==> config.mk <==
export PLATFORM = sky130hd
export DESIGN_NAME = game_round_ctrl
export DESIGN_NICKNAME = d
export VERILOG_FILES = /design/src/rtl/game_round_ctrl.sv
export SDC_FILE = /design/constraint.sdc
export NUM_CORES = 1
export LEC_CHECK = 0
export CAP_MARGIN = 20
export CORE_UTILIZATION = 52
export CTS_CLUSTER_DIAMETER = 40
export DETAILED_ROUTE_END_ITERATION = 10
export GPL_ROUTABILITY_DRIVEN = 0
export PLACE_DENSITY = 0.8
export SKIP_CTS_REPAIR_TIMING = 1
export SLEW_MARGIN = 20
export SYNTH_ARGS = -nofsm -noshare
export SYNTH_HDL_FRONTEND = slang
export SYNTH_SLANG_ARGS = --single-unit
==> constraint.sdc <==
create_clock -name clk -period 4.01 [get_ports clk]
set_clock_uncertainty 0.1 [all_clocks]
set_input_delay 0.802 -clock clk [delete_from_list [all_inputs] [get_ports clk]]
set_output_delay 0.802 -clock clk [all_outputs]
set_load 0.02 [all_outputs]
==> src/rtl/game_round_ctrl.sv <==
// game_round_ctrl: top-level sequencer for the note-memory game datapath.
// Builds an eight-note pattern, loads it, starts the game, then debounces the
// raw keypad into single-cycle key events while counting rounds, watching for
// an idle timeout and reporting game completion.
// Build option: define FIXED_PATTERN_EN to load FIXED_PATTERN every round
// instead of the LFSR-derived pattern.
module game_round_ctrl #(
  parameter int          DEBOUNCE_CYCLES = 4,
  parameter int          TIMEOUT_CYCLES  = 1000,
  parameter int          NUM_ROUNDS      = 3,
  parameter logic [31:0] LFSR_SEED       = 32'hACE12345,
  parameter logic [31:0] FIXED_PATTERN   = 32'h87654321
) (
  input  logic        clk,
  input  logic        reset,
  input  logic        start_req,
  input  logic [3:0]  key_raw,
  input  logic        game_end_in,
  output logic        game_reset_out,
  output logic [31:0] pattern_out,
  output logic        write_enable_out,
  output logic        game_start_out,
  output logic [3:0]  keypad_input_out,
  output logic        keypad_enable_out,
  output logic [2:0]  state_out,
  output logic [2:0]  round_out,
  output logic        timeout_out,
  output logic        done_out
);

  localparam logic [31:0] LFSR_POLY = 32'h80200003;
  localparam int DB_W = $clog2(DEBOUNCE_CYCLES + 1);
  localparam int TO_W = $clog2(TIMEOUT_CYCLES + 1);
  localparam logic [DB_W-1:0] DB_MAX    = DB_W'(DEBOUNCE_CYCLES);
  localparam logic [TO_W-1:0] TO_MAX    = TO_W'(TIMEOUT_CYCLES);
  localparam logic [2:0]      ROUND_MAX = 3'(NUM_ROUNDS);

  typedef enum logic [2:0] {
    S_IDLE    = 3'd0,
    S_CLR     = 3'd1,
    S_LOAD    = 3'd2,
    S_START   = 3'd3,
    S_PLAY    = 3'd4,
    S_DONE    = 3'd5,
    S_TIMEOUT = 3'd6,
    S_BAD     = 3'd7
  } state_t;

  state_t          state, next_state;
  logic            start_req_p0, start_req_p1, start_rise;
  logic [31:0]     lfsr;
  logic [31:0]     load_pattern;
  logic [3:0]      key_prev_p0;
  logic [DB_W-1:0] run_cnt, run_len;
  logic            armed, armed_next, key_stable, key_evt;
  logic [TO_W-1:0] idle_cnt, idle_cnt_next;
  logic [2:0]      round_next;
  logic [3:0]      keypad_input_next;
  logic            keypad_enable_next;

  // start_req is captured first so the edge detector never sees a raw async input
  assign start_rise = start_req_p0 & ~start_req_p1;
  assign state_out  = state;

`ifdef FIXED_PATTERN_EN
  assign load_pattern = FIXED_PATTERN;
`else
  // Notes map 3 random bits onto 1..8 so that code 0 (silence) never appears.
  function automatic logic [3:0] note_of(input logic [2:0] r);
    return {1'b0, r} + 4'd1;
  endfunction

  // Pattern candidate derived from the free-running LFSR
  always_comb begin
    load_pattern = '0;
    for (int i = 0; i < 8; i++) begin
      load_pattern[4*i +: 4] = note_of(lfsr[4*i +: 3]);
    end
  end

  // FIXED_PATTERN only matters in the fixed-pattern build.
  logic unused_fixed_pattern;
  assign unused_fixed_pattern = ^FIXED_PATTERN;
`endif

  // Start-request edge capture and LFSR free-run (shifts every cycle out of reset)
  always_ff @(posedge clk or posedge reset) begin
    if (reset) begin
      start_req_p0 <= 1'b0;
      start_req_p1 <= 1'b0;
      lfsr         <= LFSR_SEED;
    end else begin
      start_req_p0 <= start_req;
      start_req_p1 <= start_req_p0;
      lfsr         <= lfsr[0] ? ({1'b0, lfsr[31:1]} ^ LFSR_POLY) : {1'b0, lfsr[31:1]};
    end
  end

  // Debounce: run length of the current key code and the press/re-arm decision
  always_comb begin
    if (key_raw == key_prev_p0) begin
      run_len = (run_cnt == DB_MAX) ? DB_MAX : run_cnt + 1'b1;
    end else begin
      run_len = DB_W'(1);
    end
    key_stable = (run_len == DB_MAX);
    key_evt    = key_stable && (key_raw != 4'd0) && armed;
    armed_next = armed;
    if (key_evt) begin
      armed_next = 1'b0;
    end else if (key_stable && (key_raw == 4'd0)) begin
      armed_next = 1'b1;
    end
  end

  // Debounce history; a key held across reset must be released before it counts
  always_ff @(posedge clk or posedge reset) begin
    if (reset) begin
      key_prev_p0 <= 4'd0;
      run_cnt     <= '0;
      armed       <= 1'b0;
    end else begin
      key_prev_p0 <= key_raw;
      run_cnt     <= run_len;
      armed       <= armed_next;
    end
  end

  // Next-state and next-output decisions; game end beats key beats timeout
  always_comb begin
    next_state         = state;
    round_next         = round_out;
    idle_cnt_next      = idle_cnt;
    keypad_enable_next = 1'b0;
    keypad_input_next  = keypad_input_out;
    case (state)
      S_IDLE: begin
        if (start_rise) next_state = S_CLR;
      end
      S_CLR: begin
        next_state = S_LOAD;
      end
      S_LOAD: begin
        next_state    = S_START;
        idle_cnt_next = '0;
      end
      S_START: begin
        next_state    = S_PLAY;
        idle_cnt_next = '0;
      end
      S_PLAY: begin
        if (game_end_in) begin
          round_next = round_out + 3'd1;
          next_state = (round_next == ROUND_MAX) ? S_DONE : S_CLR;
        end else if (key_evt) begin
          keypad_enable_next = 1'b1;
          keypad_input_next  = key_raw;
          idle_cnt_next      = '0;
        end else begin
          idle_cnt_next = idle_cnt + 1'b1;
          if (idle_cnt_next == TO_MAX) next_state = S_TIMEOUT;
        end
      end
      S_DONE, S_TIMEOUT: begin
        if (start_rise) begin
          next_state = S_CLR;
          round_next = '0;
        end
      end
      default: begin
        next_state = S_IDLE;
      end
    endcase
  end

  // State register and registered outputs, decoded from the state being entered
  always_ff @(posedge clk or posedge reset) begin
    if (reset) begin
      state             <= S_IDLE;
      idle_cnt          <= '0;
      round_out         <= 3'd0;
      game_reset_out    <= 1'b0;
      write_enable_out  <= 1'b0;
      game_start_out    <= 1'b0;
      pattern_out       <= 32'd0;
      keypad_enable_out <= 1'b0;
      keypad_input_out  <= 4'd0;
      timeout_out       <= 1'b0;
      done_out          <= 1'b0;
    end else begin
      state             <= next_state;
      idle_cnt          <= idle_cnt_next;
      round_out         <= round_next;
      game_reset_out    <= (next_state == S_CLR);
      write_enable_out  <= (next_state == S_LOAD);
      game_start_out    <= (next_state == S_START);
      if (next_state == S_LOAD) pattern_out <= load_pattern;
      keypad_enable_out <= keypad_enable_next;
      keypad_input_out  <= keypad_input_next;
      timeout_out       <= (next_state == S_TIMEOUT);
      done_out          <= (next_state == S_DONE);
    end
  end

endmodule
=== After elaboration in Yosys (flattened, before gate mapping) ===
Cells that the tools add are included.

* $add $sub $neg: 11
* Equal/unequal tests: 19
* Reductions and logical operators: 15
* Bitwise logic cells: 4
* Mux-type cells: 20

{| class="wikitable"
|+ Operator list
! cell !! number
|-
| $add 3x1->4 const B || 8
|-
| $mux 32 || 1
|-
| $mux 3 || 9
|-
| $eq 3x3->1 const B || 7
|-
| $mux 10 || 2
|-
| $pmux 10 s2 || 1
|-
| $eq 3x2->1 const B || 5
|-
| $pmux 3 s5 || 1
|-
| $add 10x1->10 const B || 1
|-
| $eq 10x10->1 const B || 1
|-
| $add 3x1->3 const B || 2
|-
| $eq 3x1->1 const B || 2
|-
| $ne 2x2->1 const B || 3
|-
| $pmux 3 s2 || 1
|-
| $reduce_and 3->1 || 2
|-
| $reduce_bool 2->1 || 3
|-
| $mux 1 || 5
|-
| $eq 4x4->1 || 1
|-
| $logic_not 4->1 || 1
|-
| $not 3->4 || 1
|-
| $reduce_bool 4->1 || 1
|-
| $reduce_or 2->1 || 2
|-
| $logic_and 1x1->1 || 3
|-
| $logic_not 3->1 || 1
|-
| other kinds (4) || 5
|}

* Logic and storage cells: 86
* Output and inout bits: 48
* Input port bits: 8
* Flip-flop bits (word level): 100

=== Longest topological paths before layout ===
* Depth after elaboration: 10
* Depth in mapped cells: 8
* Depth with buffers taken out: 7

=== Least setup slack after synthesis ===
Ideal clock, no wire load.

* Path type: in2reg
* From: in key_raw[3]
* To: reg keypad_input_out[0]
* Arrival: 2.170 ns
* Stages: 6
* Buffers on the path: 1
* Slack: 1.615 ns
* Setup time: 0.125 ns
* Cells stage by stage: xor2_1 nor4_4 nand3_1 or3_1 buf_2 mux2_4

* Cells in the longest elaborated chain, start to end: 6
* Elaborated cells between the ends (all ways): 7
* Those cells by class: eq/ne: 2; mux: 1; reduce/logical: 4

{| class="wikitable"
|+ Ends and longest elaborated chain
! element !! RTL line !! text
|-
| start, declared || 17 || <nowiki>input logic [3:0] key_raw,</nowiki>
|-
| $eq 4x4->1 || 101 || <nowiki>if (key_raw == key_prev_p0) begin</nowiki>
|-
| $mux 3 || 101 ||
|-
| $eq 3x3->1 || 106 || <nowiki>key_stable = (run_len == DB_MAX);</nowiki>
|-
| $logic_and 1x1->1 * (2 in series) || 107 || <nowiki>key_evt = key_stable && (key_raw != 4'd0) && armed;</nowiki>
|-
| $reduce_and 3->1 (no line) * || -- ||
|-
| end signal, assigned || 199 || <nowiki>keypad_input_out <= keypad_input_next;</nowiki>
|-
| end, declared || 23 || <nowiki>output logic [3:0] keypad_input_out,</nowiki>
|}

Every way passes the cells marked *; elsewhere a longest branch is shown, timed or not.
A chain may end at the register's enable or synchronous reset.

=== Final worst setup path ===
* From: in key_raw[2]
* To: reg keypad_input_out[0]

The elaborated chain is that of the path after synthesis.

==> flow_summary.toml <==
[routing]
viasPerCell = 5.216
drtPass1Iterations = 4
routedWlPerCell_um = 13.34
drc = 0
wl_um = 6735
antenna_left = 0
num_vias = 2634
drt_first_iter_violations = 116

[finish]
syn2layout_area_growth_pct = 21.22
fillers = 556
fin_nets = 422
fin_util_pct = 65.90
final_common_cell = "dfrtp_1"
num_antenna_cells = 0
final_cell_mix = "dfrtp_1 (86), clkdlybuf4s50_1 (55), nand2_1 (46), nor2_1 (29), o21ai_0 (21)"
drive_gt1_share_pct = 10.34
stdcell_count = 505
multi_input_area_mm2 = 0.001380
seq_area_mm2 = 0.002520

[hold_path]
holdCritStartpoint = "lfsr[15]"
hp-class = "register to register"
hold_end = "lfsr[14]"
worstHoldPathCells = 0

[timing]
max_slew_margin_pct = 35.97
tightest_slew_ps = 959.4
whs_ps = 254.9
rsz0062_at_grt = "false"
fin_crit_sh_pct = 67.03
finalSetupViolations = 0
maxSlewViolCount = 0
finalHoldViolations = 0
fin_crit_ps = 2688
finalSetupTns_ps = 0
fmax_mhz = 372.1

[worst_setup_path]
critPathKind = "input port to register"
rr_endpoint = "keypad_input_out[0]"
rr_startpoint = "run_cnt[0]"
reg2regPathDepth = 6
rrSetupSlack_ps = 1840
cp-end-kind = "register"
cp.arrival_ps = 2830
path_max_fanout = 5
required_ps = 4160
critPathLaunchType = "input port"

[placed_design]
placed_cells = 489
portBuffers = 55
hpwl_um = 4562

[floorplanning]
die_y_um = 89.54
start_util_pct = 54.36
core_mm2 = 0.007331
die_x_um = 89.54
rows = 31
pin_count = 56
fp.dieArea_mm2 = 0.008017

[clock_network]
clk_latency_ps = 350
h-tree-depth = 3
cts-root-buf = "clkbuf_8"
cts_buffers = 9
cts.sinks = 100
clkTransAtPathRegs_ps = 90
clockBufferDepth = 2
cts_tree = "done"

[synth]
ys_ff_latch = 100
synthCells = 345
syn_area_mm2 = 0.003985
ys.warnings.count = 0
synth_cell_type_count = 42
syn_nets = 366
avgSynthCellArea_um2 = 11.55
ys_seq_area_share_pct = 63.23

[run]
max_cap_viol_count = 0

[grt]
grt_max_degree = 66
grt_pass1_vias = 2386
grt_use_total_pct = 18.97
antenna_found_initial = 0
grt_overflow_total = 0
grt_pass1_wl_um = 11320

[pwr]
p_int_mw = 1.723
total_power_mw = 2.614
comb_power_share_pct = 29.2
p_clk_share_pct = 23.5
ir_drop_v = 0.0002437
leakagePower_nw = 2.214
p_sw_share_pct = 34.10
switchingPower_uw = 891.4
cellPowerDensity_mw_per_mm2 = 541.1
power_frac_seq_pct = 47.3

[outcome]
status = "completed"
## how the worst max path moves through the flow
stage,start,end,cells after the start
after detailed placement,key_raw[2],keypad_input_out[0],6
after global placement,key_raw[2],keypad_input_out[1],6
after floorplan,reset,armed,1
after CTS,key_raw[2],keypad_input_out[0],6
final,key_raw[2],keypad_input_out[0],6
after global routing,key_raw[2],keypad_input_out[0],6
## stage by stage
step,setup WS [ps],instance area [µm²]
after global routing,1222,4831
after floorplan,512.4,3985
after CTS,1321,4831
after global placement,1025,4637
after detailed placement,937.5,4637
final,1322,4831
## synth_stat cells
master / n / area (µm²)
a211oi_1: 2 / 15.01
a21boi_0: 1 / 7.510
a21boi_1: 1 / 7.510
a21o_1: 2 / 15.01
a21oi_1: 20 / 100.1
a22o_1: 6 / 52.55
a22oi_1: 2 / 15.01
a31oi_1: 1 / 6.260
and2_1: 4 / 25.02
and3_1: 4 / 25.02
buf_1: 3 / 11.26
buf_2: 2 / 10.01
clkbuf_1: 9 / 33.78
dfrtp_1: 86 / 2152
dfstp_2: 14 / 367.9
ha_1: 13 / 162.7
inv_1: 8 / 30.03
mux2_2: 1 / 11.26
mux2_4: 4 / 60.06
mux2i_1: 4 / 40.04
nand2_1: 46 / 172.7
nand2b_1: 8 / 50.05
nand3_1: 14 / 70.07
nand3b_1: 1 / 7.510
nand4_1: 5 / 31.28
nor2_1: 29 / 108.9
nor2b_1: 3 / 18.77
nor3_1: 1 / 5.000
nor3b_1: 1 / 7.510
nor4_4: 1 / 21.27
nor4b_1: 1 / 8.760
o2111ai_1: 1 / 8.760
o21ai_0: 21 / 105.1
o221ai_1: 1 / 8.760
o31ai_1: 1 / 7.510
o32a_1: 1 / 10.01
o41ai_1: 1 / 8.760
or2_2: 1 / 6.260
or3_1: 1 / 6.260
or4_1: 1 / 7.510
xnor2_1: 11 / 96.34
xor2_1: 8 / 70.07
## per-layer routing
layer	wire, µm	global-route usage, %	vias to the layer above
met5	0	0	-
met4	102	6.926	0
met3	243	3.786	10
met2	3079	28.99	61
met1	3309	27.02	1277
li1	-	-	1286
## cells by family (layout without fill, tap and decap cells)
logic type	after synthesis	in the layout	synth area share, %
simple gates	121	121	14.35
xor+xnor	19	19	4.176
buf+inv	22	83	2.135
fa+ha+maj	13	13	4.082
flops	100	100	63.23
mux	9	9	2.794
compound gates	61	61	9.231
## layout make-up
class                      instances  share of cell area, %
clock inverter                     5                 0.8806
tap                               99                  2.564
multi-input combinational        223                  28.57
inverter                           8                 0.6734
timing repair buffer              59                  12.02
sequential                       100                  52.16
clock buffer                      11                  3.134
## state kept, by name, summed over array words and instances, names as in the netlist, 3 cells and up
name and cells:
keypad_input_out 4, lfsr 32, round_out 3, key_prev_p0 4
state_out 3, idle_cnt 10, run_cnt 3, pattern_out 32
## power groups by stage
stage	Combinational, mW	Clock [mW]	Sequential (mW)
finish	0.764	0.613	1.24
global route	0.860	0.681	1.26
CTS	0.773	0.627	1.24
detailed placement	0.771	0	1.26
global placement	0.756	0	1.26
floorplan	0.364	0	1.35
## worst max-delay path: stages
cell and delay [ps]:
clkdlybuf4s50_1 480, xor2_1 220, nor4_4 350, nand3_1 170, or3_1 470, mux2_4 340
No activity file was read; power rests on OpenSTA's default activity.
